### config.mk
export PLATFORM = sky130hd
export DESIGN_NAME = fir_err_stats
export DESIGN_NICKNAME = d
export VERILOG_FILES = /design/src/rtl/fir_stats_pkg.sv /design/src/rtl/fir_err_acc_stage.sv /design/src/rtl/fir_err_stats.sv
export SDC_FILE = /design/constraint.sdc
export NUM_CORES = 2
export LEC_CHECK = 0
export CAP_MARGIN = 10
export CORE_MARGIN = 4
export CORE_UTILIZATION = 63
export CTS_BUF_LIST = sky130_fd_sc_hd__clkbuf_8
export DETAILED_ROUTE_END_ITERATION = 7
export PLACE_DENSITY = 0.84
export SYNTH_ARGS = -nofsm -noshare
export SYNTH_HDL_FRONTEND = slang
export SYNTH_HIERARCHICAL = 1
export SYNTH_SLANG_ARGS = --single-unit
### constraint.sdc
create_clock -name clk -period 10.1 [get_ports clk]
set_clock_uncertainty 0.2 [all_clocks]
set_input_delay 3.03 -clock clk [delete_from_list [all_inputs] [get_ports clk]]
set_output_delay 3.03 -clock clk [all_outputs]
set_load 0.01 [all_outputs]
### src/rtl/fir_stats_pkg.sv
`default_nettype none
// +----------------------------------------------------------------------------+
// | Module : fir_stats_pkg                                                     |
// | Desc   : Shared types, default widths and saturating adders for the        |
// |          approximate-vs-accurate error statistics engine.                  |
// | Rev    : 1.0  initial release                                              |
// +----------------------------------------------------------------------------+
package fir_stats_pkg;

    localparam int DEF_DATA_W = 32;
    localparam int DEF_ACC_W  = 64;
    localparam int DEF_SQ_W   = 96;
    localparam int DEF_CNT_W  = 32;
    // Working width of the saturating adders; must exceed every accumulator width.
    localparam int SAT_W      = 128;

    typedef enum logic [1:0] {
        IDLE  = 2'd0,
        RUN   = 2'd1,
        DRAIN = 2'd2,
        DONE  = 2'd3
    } state_t;

    typedef logic [SAT_W-1:0] sat_word_t;

    typedef struct packed {
        logic      sat;
        sat_word_t sum;
    } sat_res_t;

    // Operands arrive sign-extended to SAT_W; the result clamps to +/-(2^(w-1)-1).
    function automatic sat_res_t sat_add_s(input sat_word_t a, input sat_word_t b,
                                           input int unsigned w);
        sat_res_t                res;
        logic signed [SAT_W-1:0] sum;
        logic signed [SAT_W-1:0] lim;
        sum     = $signed(a) + $signed(b);
        lim     = $signed((sat_word_t'(1) << (w - 1)) - sat_word_t'(1));
        res.sat = 1'b0;
        res.sum = sat_word_t'(sum);
        if (sum > lim) begin
            res.sat = 1'b1;
            res.sum = sat_word_t'(lim);
        end else if (sum < -lim) begin
            res.sat = 1'b1;
            res.sum = sat_word_t'(-lim);
        end
        return res;
    endfunction

    // Operands arrive zero-extended to SAT_W; the result clamps to 2^w-1.
    function automatic sat_res_t sat_add_u(input sat_word_t a, input sat_word_t b,
                                           input int unsigned w);
        sat_res_t  res;
        sat_word_t sum;
        sat_word_t lim;
        sum     = a + b;
        lim     = (sat_word_t'(1) << w) - sat_word_t'(1);
        res.sat = 1'b0;
        res.sum = sum;
        if (sum > lim) begin
            res.sat = 1'b1;
            res.sum = lim;
        end
        return res;
    endfunction

endpackage
`default_nettype wire

### src/rtl/fir_err_acc_stage.sv
`default_nettype none
// +----------------------------------------------------------------------------+
// | Module : fir_err_acc_stage                                                 |
// | Desc   : Two-stage error datapath: S1 forms error and magnitudes, S2       |
// |          squares and accumulates with saturation and tracks peak error.   |
// | Rev    : 1.0  initial release                                              |
// +----------------------------------------------------------------------------+
module fir_err_acc_stage
    import fir_stats_pkg::*;
#(
    parameter int DATA_W = DEF_DATA_W,
    parameter int ACC_W  = DEF_ACC_W,
    parameter int SQ_W   = DEF_SQ_W,
    parameter int CNT_W  = DEF_CNT_W
) (
    input  logic              clk,
    input  logic              rst,
    input  logic              clr,
    input  logic              in_vld,
    input  logic [DATA_W-1:0] appr,
    input  logic [DATA_W-1:0] accu,
    output logic              s1_vld,
    output logic [CNT_W-1:0]  sample_cnt,
    output logic [ACC_W-1:0]  err_sum,
    output logic [SQ_W-1:0]   err_sq_sum,
    output logic [ACC_W-1:0]  abs_sum,
    output logic [DATA_W:0]   max_abs_err,
    output logic              ovf
);

    localparam int EW = DATA_W + 1;

    logic              s1_vld_q, s1_vld_d;
    logic [EW-1:0]     e_q, e_d;
    logic [EW-1:0]     abs_e_q, abs_e_d;
    logic [EW-1:0]     abs_accu_q, abs_accu_d;
    logic [CNT_W-1:0]  sample_cnt_q, sample_cnt_d;
    logic [ACC_W-1:0]  err_sum_q, err_sum_d;
    logic [SQ_W-1:0]   err_sq_sum_q, err_sq_sum_d;
    logic [ACC_W-1:0]  abs_sum_q, abs_sum_d;
    logic [EW-1:0]     max_abs_err_q, max_abs_err_d;
    logic              ovf_q, ovf_d;

    logic [EW-1:0]     w_appr_x, w_accu_x, w_e;
    logic [2*EW-1:0]   w_sq;
    sat_res_t          w_err_r, w_sq_r, w_abs_r;
    logic              w_unused_sat;

    // S1: one extra bit keeps appr-accu and |accu| exact for every input pair.
    always_comb begin
        w_appr_x   = {appr[DATA_W-1], appr};
        w_accu_x   = {accu[DATA_W-1], accu};
        w_e        = w_appr_x - w_accu_x;
        s1_vld_d   = in_vld & ~clr;
        e_d        = e_q;
        abs_e_d    = abs_e_q;
        abs_accu_d = abs_accu_q;
        if (in_vld) begin
            e_d        = w_e;
            abs_e_d    = w_e[EW-1] ? -w_e : w_e;
            abs_accu_d = w_accu_x[EW-1] ? -w_accu_x : w_accu_x;
        end
    end

    always_comb begin
        w_sq    = {{EW{1'b0}}, abs_e_q} * {{EW{1'b0}}, abs_e_q};
        w_err_r = sat_add_s({{(SAT_W-ACC_W){err_sum_q[ACC_W-1]}}, err_sum_q},
                            {{(SAT_W-EW){e_q[EW-1]}}, e_q}, ACC_W);
        w_sq_r  = sat_add_u(sat_word_t'(err_sq_sum_q), sat_word_t'(w_sq), SQ_W);
        w_abs_r = sat_add_u(sat_word_t'(abs_sum_q), sat_word_t'(abs_accu_q), ACC_W);
        w_unused_sat = ^{w_err_r.sum[SAT_W-1:ACC_W], w_sq_r.sum[SAT_W-1:SQ_W],
                         w_abs_r.sum[SAT_W-1:ACC_W]};

        sample_cnt_d  = sample_cnt_q;
        err_sum_d     = err_sum_q;
        err_sq_sum_d  = err_sq_sum_q;
        abs_sum_d     = abs_sum_q;
        max_abs_err_d = max_abs_err_q;
        ovf_d         = ovf_q;
        if (clr) begin
            sample_cnt_d  = '0;
            err_sum_d     = '0;
            err_sq_sum_d  = '0;
            abs_sum_d     = '0;
            max_abs_err_d = '0;
            ovf_d         = 1'b0;
        end else if (s1_vld_q) begin
            sample_cnt_d = sample_cnt_q + CNT_W'(1);
            err_sum_d    = w_err_r.sum[ACC_W-1:0];
            err_sq_sum_d = w_sq_r.sum[SQ_W-1:0];
            abs_sum_d    = w_abs_r.sum[ACC_W-1:0];
            if (abs_e_q > max_abs_err_q) begin
                max_abs_err_d = abs_e_q;
            end
            ovf_d = ovf_q | w_err_r.sat | w_sq_r.sat | w_abs_r.sat;
        end
    end

    always_ff @(posedge clk) begin
        if (rst) begin
            s1_vld_q      <= 1'b0;
            e_q           <= '0;
            abs_e_q       <= '0;
            abs_accu_q    <= '0;
            sample_cnt_q  <= '0;
            err_sum_q     <= '0;
            err_sq_sum_q  <= '0;
            abs_sum_q     <= '0;
            max_abs_err_q <= '0;
            ovf_q         <= 1'b0;
        end else begin
            s1_vld_q      <= s1_vld_d;
            e_q           <= e_d;
            abs_e_q       <= abs_e_d;
            abs_accu_q    <= abs_accu_d;
            sample_cnt_q  <= sample_cnt_d;
            err_sum_q     <= err_sum_d;
            err_sq_sum_q  <= err_sq_sum_d;
            abs_sum_q     <= abs_sum_d;
            max_abs_err_q <= max_abs_err_d;
            ovf_q         <= ovf_d;
        end
    end

    assign s1_vld      = s1_vld_q;
    assign sample_cnt  = sample_cnt_q;
    assign err_sum     = err_sum_q;
    assign err_sq_sum  = err_sq_sum_q;
    assign abs_sum     = abs_sum_q;
    assign max_abs_err = max_abs_err_q;
    assign ovf         = ovf_q;

endmodule
`default_nettype wire

### src/rtl/fir_err_stats.sv
`default_nettype none
// +----------------------------------------------------------------------------+
// | Module : fir_err_stats                                                     |
// | Desc   : Windowed error-statistics engine: control FSM, accept counter     |
// |          and valid/ready handshake around the accumulate datapath.        |
// | Rev    : 1.0  initial release                                              |
// +----------------------------------------------------------------------------+
module fir_err_stats
    import fir_stats_pkg::*;
#(
    parameter int DATA_W = DEF_DATA_W,
    parameter int ACC_W  = DEF_ACC_W,
    parameter int SQ_W   = DEF_SQ_W,
    parameter int CNT_W  = DEF_CNT_W
) (
    input  logic              clk,
    input  logic              rst,
    input  logic              start,
    input  logic [CNT_W-1:0]  num_samples,
    input  logic              in_valid,
    output logic              in_ready,
    input  logic [DATA_W-1:0] appr,
    input  logic [DATA_W-1:0] accu,
    output logic              busy,
    output logic              done,
    output logic [CNT_W-1:0]  sample_cnt,
    output logic [ACC_W-1:0]  err_sum,
    output logic [SQ_W-1:0]   err_sq_sum,
    output logic [ACC_W-1:0]  abs_sum,
    output logic [DATA_W:0]   max_abs_err,
    output logic              ovf
);

    state_t           state_q, state_d;
    logic [CNT_W-1:0] n_q, n_d;
    logic [CNT_W-1:0] acc_cnt_q, acc_cnt_d;
    logic             in_ready_q, in_ready_d;
    logic             busy_q, busy_d;
    logic             done_q, done_d;

    logic             w_accept;
    logic             w_clr;
    logic             w_s1_vld;
    logic [CNT_W-1:0] w_cnt_inc;

    always_comb begin
        w_accept  = in_valid & in_ready_q;
        w_clr     = (state_q == IDLE) & start;
        w_cnt_inc = acc_cnt_q + CNT_W'(1);
        state_d   = state_q;
        n_d       = n_q;
        acc_cnt_d = acc_cnt_q;
        case (state_q)
            IDLE: begin
                if (start) begin
                    n_d       = num_samples;
                    acc_cnt_d = '0;
                    state_d   = (num_samples == '0) ? DONE : RUN;
                end
            end
            RUN: begin
                if (w_accept) begin
                    acc_cnt_d = w_cnt_inc;
                    if (w_cnt_inc == n_q) begin
                        state_d = DRAIN;
                    end
                end
            end
            // S1 empty here means S2 has absorbed the final pair on this edge.
            DRAIN:   if (!w_s1_vld) state_d = DONE;
            DONE:    state_d = IDLE;
            default: state_d = IDLE;
        endcase
        in_ready_d = (state_d == RUN);
        busy_d     = (state_d != IDLE);
        done_d     = (state_d == DONE);
    end

    always_ff @(posedge clk) begin
        if (rst) begin
            state_q    <= IDLE;
            n_q        <= '0;
            acc_cnt_q  <= '0;
            in_ready_q <= 1'b0;
            busy_q     <= 1'b0;
            done_q     <= 1'b0;
        end else begin
            state_q    <= state_d;
            n_q        <= n_d;
            acc_cnt_q  <= acc_cnt_d;
            in_ready_q <= in_ready_d;
            busy_q     <= busy_d;
            done_q     <= done_d;
        end
    end

    fir_err_acc_stage #(
        .DATA_W (DATA_W),
        .ACC_W  (ACC_W),
        .SQ_W   (SQ_W),
        .CNT_W  (CNT_W)
    ) u_acc (
        .clk         (clk),
        .rst         (rst),
        .clr         (w_clr),
        .in_vld      (w_accept),
        .appr        (appr),
        .accu        (accu),
        .s1_vld      (w_s1_vld),
        .sample_cnt  (sample_cnt),
        .err_sum     (err_sum),
        .err_sq_sum  (err_sq_sum),
        .abs_sum     (abs_sum),
        .max_abs_err (max_abs_err),
        .ovf         (ovf)
    );

    assign in_ready = in_ready_q;
    assign busy     = busy_q;
    assign done     = done_q;

endmodule
`default_nettype wire

== Word level (Yosys, flattened, before mapping) ==
Index checks and enable logic that the tools add are counted.

* Bits in registers: 459
* Output and inout bits: 293

* Add/subtract/negate cells: 8
* Multipliers: 1
* Magnitude comparators: 5
* Equal/unequal tests: 8
* Multiplexer cells: 15
* Bitwise operators: 7
* Reduce and logical (&&, ||, !) cells: 8

{| class="wikitable"
|+ Operator list
! operator !! count
|-
| 129-bit 2-to-1 mux || 4
|-
| 128-bit by 64-bit > comparator with 1-bit output (second input constant) || 2
|-
| 64-bit by 33-bit adder with 65-bit output || 2
|-
| 128-bit by 96-bit > comparator with 1-bit output (second input constant) || 1
|-
| 128-bit by 64-bit < comparator with 1-bit output (second input constant) || 1
|-
| 96-bit by 66-bit adder with 97-bit output || 1
|-
| 33-bit by 33-bit multiplier with 66-bit output || 1
|-
| 33-bit 2-to-1 mux || 2
|-
| 33-bit negation || 2
|-
| 32-bit by 1-bit adder with 32-bit output (second input constant) || 2
|-
| 32-bit 2-to-1 mux || 2
|-
| 32-bit one-hot mux with 2 select lines || 1
|-
| 33-bit > comparator || 1
|-
| 32-bit by 32-bit subtractor with 33-bit output || 1
|-
| 32-bit equality test || 1
|-
| 32-bit logical NOT || 1
|-
| 2-bit 2-to-1 mux || 5
|-
| 2-bit one-hot mux with 4 select lines || 1
|-
| 2-bit equality test (second input constant) || 3
|-
| 2-bit by 1-bit equality test with 1-bit output (second input constant) || 2
|-
| 2-bit AND reduction || 2
|-
| 2-bit nonzero test || 2
|-
| 1-bit bitwise AND || 3
|-
| 1-bit OR || 3
|-
| other kinds (6) || 6
|}

== Depth between registers and ports, before layout ==
* Word-level depth: 7
* Gate-level depth with buffers: 35
* Mapped depth without buffers: 30

== Modules after synthesis ==
The synthesis kept the hierarchy.

{| class="wikitable"
|+ Modules (own cells, without submodules)
! module !! instances !! cells each !! area each (µm²) !! sequential area each (µm²)
|-
| fir_err_acc_stage || 1 || 6,900 || 58,607.5 || 7,787.5
|-
| fir_err_stats || 1 || 545 || 4,063.9 || 1,381.3
|}

== Least setup slack after synthesis ==
No wires, ideal clock.

* Path type: register to register
* Start point: register u_acc.abs_e_q[14]
* End point: register u_acc.err_sq_sum_q[67] (netlist: u_acc/err_sq_sum[67])
* Setup time: 0.137 ns
* Data arrival time: 8.203 ns
* Required time: 9.763 ns
* Setup slack: 1.561 ns
* Cell stages (with the launch flop): 34
* Path buffers: 5
* Path through: dfxtp_1 > clkbuf_1 > clkbuf_1 > nand2_1 > fa_1 > inv_1 > fa_1 > fa_1 > inv_1 > fa_1 > inv_1 > fa_1 > inv_1 > fa_1 > inv_1 > fa_1 > inv_1 > fa_1 > inv_1 > ha_1 > clkbuf_1 > a21o_1 > a21o_1 > a21oi_1 > nand3_1 > o21ai_1 > o31ai_2 > o211a_1 > o21ai_0 > a21oi_1 > inv_1 > clkbuf_1 > clkbuf_1 > a31oi_1

* Longest elaborated chain between the ends: 4

{| class="wikitable"
|+ Ends and longest elaborated chain
! what !! RTL line !! RTL
|-
| start, declared || fir_err_acc_stage.sv:35 || <nowiki>logic [EW-1:0] abs_e_q, abs_e_d;</nowiki>
|-
| start signal, assigned || fir_err_acc_stage.sv:114 || <nowiki>abs_e_q <= abs_e_d;</nowiki>
|-
| 33-bit by 33-bit multiplier with 66-bit output * || fir_err_acc_stage.sv:66 || <nowiki>w_sq = {{EW{1'b0}}, abs_e_q} * {{EW{1'b0}}, abs_e_q};</nowiki>
|-
| 96-bit by 66-bit adder with 97-bit output * || fir_stats_pkg.sv:57 || <nowiki>sum = a + b;</nowiki>
|-
| 128-bit by 96-bit > comparator with 1-bit output || fir_stats_pkg.sv:61 || <nowiki>if (sum > lim) begin</nowiki>
|-
| 129-bit 2-to-1 mux * || fir_stats_pkg.sv:61 ||
|-
| end signal, assigned || fir_err_acc_stage.sv:118 || <nowiki>err_sq_sum_q <= err_sq_sum_d;</nowiki>
|-
| end, declared || fir_err_acc_stage.sv:39 || <nowiki>logic [SQ_W-1:0] err_sq_sum_q, err_sq_sum_d;</nowiki>
|}

Every way passes the cells marked *; elsewhere a longest branch is shown, timed or not.
A chain may end at the register's enable or synchronous reset.

== Worst setup path in the final report ==
* Start point: register u_acc.abs_e_q[16]
* End point: register u_acc.err_sq_sum_q[56] (netlist: u_acc/err_sq_sum[56])

The elaborated chain is that of the path after synthesis.

==> impl_metrics.yaml <==
timing:
  hold_violations: 0
  timing.fmax_mhz: 103
  slew_headroom_pct: 24.0
  maxSlewViolCount: 0
  rsz0062_at_grt: "false"
  setup_viol: 0
  min_period_over_period_pct: 96.0
  worstMarginPinSlew_ns: 1.14
  fin_crit_ns: 9.69
  finalSetupTns_ns: 0
worst_setup_path:
  cp-start-kind: "register"
  cp_max_fo: 22
  required_ns: 10.55
  arrival_ns: 10.14
  r2r_end: "u_acc/err_sq_sum[56]"
  rr_startpoint: "u_acc/abs_e_q[16]"
  r2r_setup_slack_ns: 0.41
  reg2reg_depth: 26
  path_class: "reg -> reg"
  end_kind: "register"
pwr:
  peakVddDrop_mv: 0.120
  p_leak_nw: 34.3
  cellPowerDensity_nw_per_um2: 91.5
  totalPowerFinal_w: 0.00637
global_routing:
  antenna_found_initial: 8
  grt_use_met2_pct: 61.9
  grt_pass1_vias: 56300
  grtUsageMet1_pct: 51.3
  busiest_layer: "met2"
  grt_max_degree: 136
  gr-total-overflow: 0
  grt_use_total_pct: 39.9
  gr-usage-met3_pct: 10.4
  grt_pass1_wl_um: 322000
synthesis:
  synth_cells: 7445
  syn_area_um2: 62700
  yosys_warnings: 6
  synth_edf_count: 0
  syn_avg_cell_area_um2: 8.42
  ys_seq_area_share_pct: 14.6
  synth_ff_type: "dfxtp_1"
  synth.distinct_cells: 95
  ys_async_sr_fraction_pct: 0
  yosys-top-cells-area: "fa_1 (30%), dfxtp_1 (15%), inv_1 (8.8%)"
  yosysTopAreaCell: "fa_1"
  syn_nets: 8934
  ys_ff_latch: 458
  synth_top_area_share_pct: 30.3
clock_tree:
  clk_pin_slew_ns: 0.06
  post_cts.repair.setup_buffers: 0
  clock_sinks: 458
  clockRootBuffer: "clkbuf_8"
  h-tree-depth: 3
  clock_path_buffers: 3
  cts_buffers: 87
  cts_tree: "done"
  insertion_delay_ns: 0.79
worst_hold_path:
  holdPathEnd: "n_q[1]"
  hp-class: "reg -> reg"
  whs_path_depth: 2
  min_from: "n_q[1]"
floorplan:
  num_rows: 115
  die_area_um2: 105000
  ios: 393
  floorplan.initialDensity_pct: 63.6
  core_area_um2: 98600
  dieHeight_um: 323
  die_w_um: 323
placed_design:
  gp_congestion: 1.04
  dpl.hpwl_um: 163000
  io_buffers: 392
finish:
  layout_common_cells: "inv_1 (1486), fa_1 (948), nand2_1 (658)"
  drive_gt1_share_pct: 4.22
  fin_nets: 9152
  syn2layout_area_growth_pct: 11.1
  fillCellCount: 7696
  layout_commonest_cell: "inv_1"
detailed_routing:
  wl_per_cell_um: 23.0
  vias_per_cell: 6.11
  drt_iter0_drc: 5681
  drc: 0
  vias: 55100
  drt-pass1-iter-count: 8
  routed_wl_um: 207000
  antenna_left: 0
outcome:
  status: "complete, no violations"
flow_run:
  maxCapViolations: 0
## cells in the mapped netlist (all sizes together), types with 79 or more instances
| cell | n |
|---|---|
| a211oi | 92 |
| a21o | 127 |
| a21oi | 399 |
| a31oi | 110 |
| and2 | 253 |
| clkbuf | 315 |
| dfxtp | 458 |
| fa | 948 |
| ha | 441 |
| inv | 1473 |
| nand2 | 658 |
| nand3 | 139 |
| nand4 | 92 |
| nor2 | 407 |
| nor3 | 79 |
| o21ai | 344 |
| xnor2 | 195 |
| xor2 | 111 |
## state kept, by name, indices dropped and copies added (netlist names), 2 cells and up
register,count
u_acc/max_abs_err,33
acc_cnt_q,32
u_acc/abs_sum,64
u_acc/e_q,33
n_q,32
u_acc/sample_cnt,32
u_acc/abs_accu_q,33
u_acc/err_sum,64
state_q,2
u_acc/abs_e_q,32
u_acc/err_sq_sum,96
## what timing repair did
| action | in CTS | in global routing |
|---|---|---|
| hold buffers | 0 | 0 |
| resized for setup | 0 | 1 |
| endpoints found under the setup margin | 0 | 1 |
| endpoints found under the hold margin | 0 | 0 |
## metal layers
metal / wire (um) / vias to the layer above
met5: 153 / -
met3: 21800 / 660
li1: - / 24600
met2: 91800 / 2877
met4: 13700 / 10
met1: 79500 / 27000
## stage by stage
stage	worst slack, ns	instance area (um2)	util (%)	hold slack, ns	cells
6_report	0.408	69600	70.6	0.271	9021
5_1_grt	0.128	69600	70.6	0.289	9020
4_1_cts	0.656	69600	70.6	0.271	9019
3_5_place_dp	0.707	67600	68.6	0.263	8861
3_3_place_gp	0.818	67600	68.6	0.258	8861
2_1_floorplan	1.56	62700	-	0.234	7445
## layout make-up
type	count	area, um2	share of cell area, %
diodes	2	5.00	0.00719
clock buffers	108	1490	2.14
clock inverters	50	460	0.661
inverters	1478	5550	7.98
multi-input cells	5152	46600	67.0
flip-flops and latches	458	9170	13.2
well taps	1287	1610	2.31
repair buffers	486	4690	6.74
## power breakdown
part           internal [W]  total (W)  leakage, nW  switching, W
Sequential          0.00186    0.00193         3.71     0.0000730
Clock               0.00116    0.00211         1.06      0.000953
Combinational      0.000835    0.00233         29.6       0.00150
Total               0.00385    0.00637         34.3       0.00252
## how the worst max path moves through the flow
stage	from	endpoint	cells past startpoint
2_1_floorplan	u_acc/abs_e_q[14]	u_acc/err_sq_sum[67]	33
3_3_place_gp	u_acc/abs_e_q[5]	u_acc/err_sq_sum[90]	26
3_5_place_dp	u_acc/abs_e_q[5]	u_acc/err_sq_sum[90]	28
4_1_cts	u_acc/abs_e_q[5]	u_acc/err_sq_sum[90]	27
5_1_grt	u_acc/abs_e_q[5]	u_acc/err_sq_sum[56]	28
6_report	u_acc/abs_e_q[16]	u_acc/err_sq_sum[56]	26
## worst max-delay path, stage by stage, from the launching register on
cell       delay [ns]
dfxtp_1          0.63
buf_4            0.44
and2_1           0.21
fa_1             0.47
fa_1             0.41
inv_1            0.23
fa_1             0.49
fa_1             0.52
inv_1            0.05
fa_1             0.49
fa_1             0.52
fa_1             0.55
inv_1            0.06
fa_1             0.59
inv_1            0.07
ha_1             0.39
a21o_1           0.21
a21o_1           0.19
a2111oi_0        0.65
o2111ai_1        0.19
and2_1           0.17
a31oi_1          0.54
o31ai_1          0.30
a211oi_1         0.43
or2_2            0.20
xnor2_1          0.07
a221oi_1         0.29
## logic make-up after synthesis
group / count (synthesis) / share of synthesized area (%)
and+or+nand+nor: 1945 / 15.1
buffers and inverters: 1835 / 11.1
AOI/OAI and AO/OA: 1459 / 15.0
adders and majority gates: 1389 / 39.1
DFF: 458 / 14.6
xor gates and xnor gates: 306 / 4.28
muxes: 53 / 0.860
Note: power is estimated with default switching activity, not from simulation.
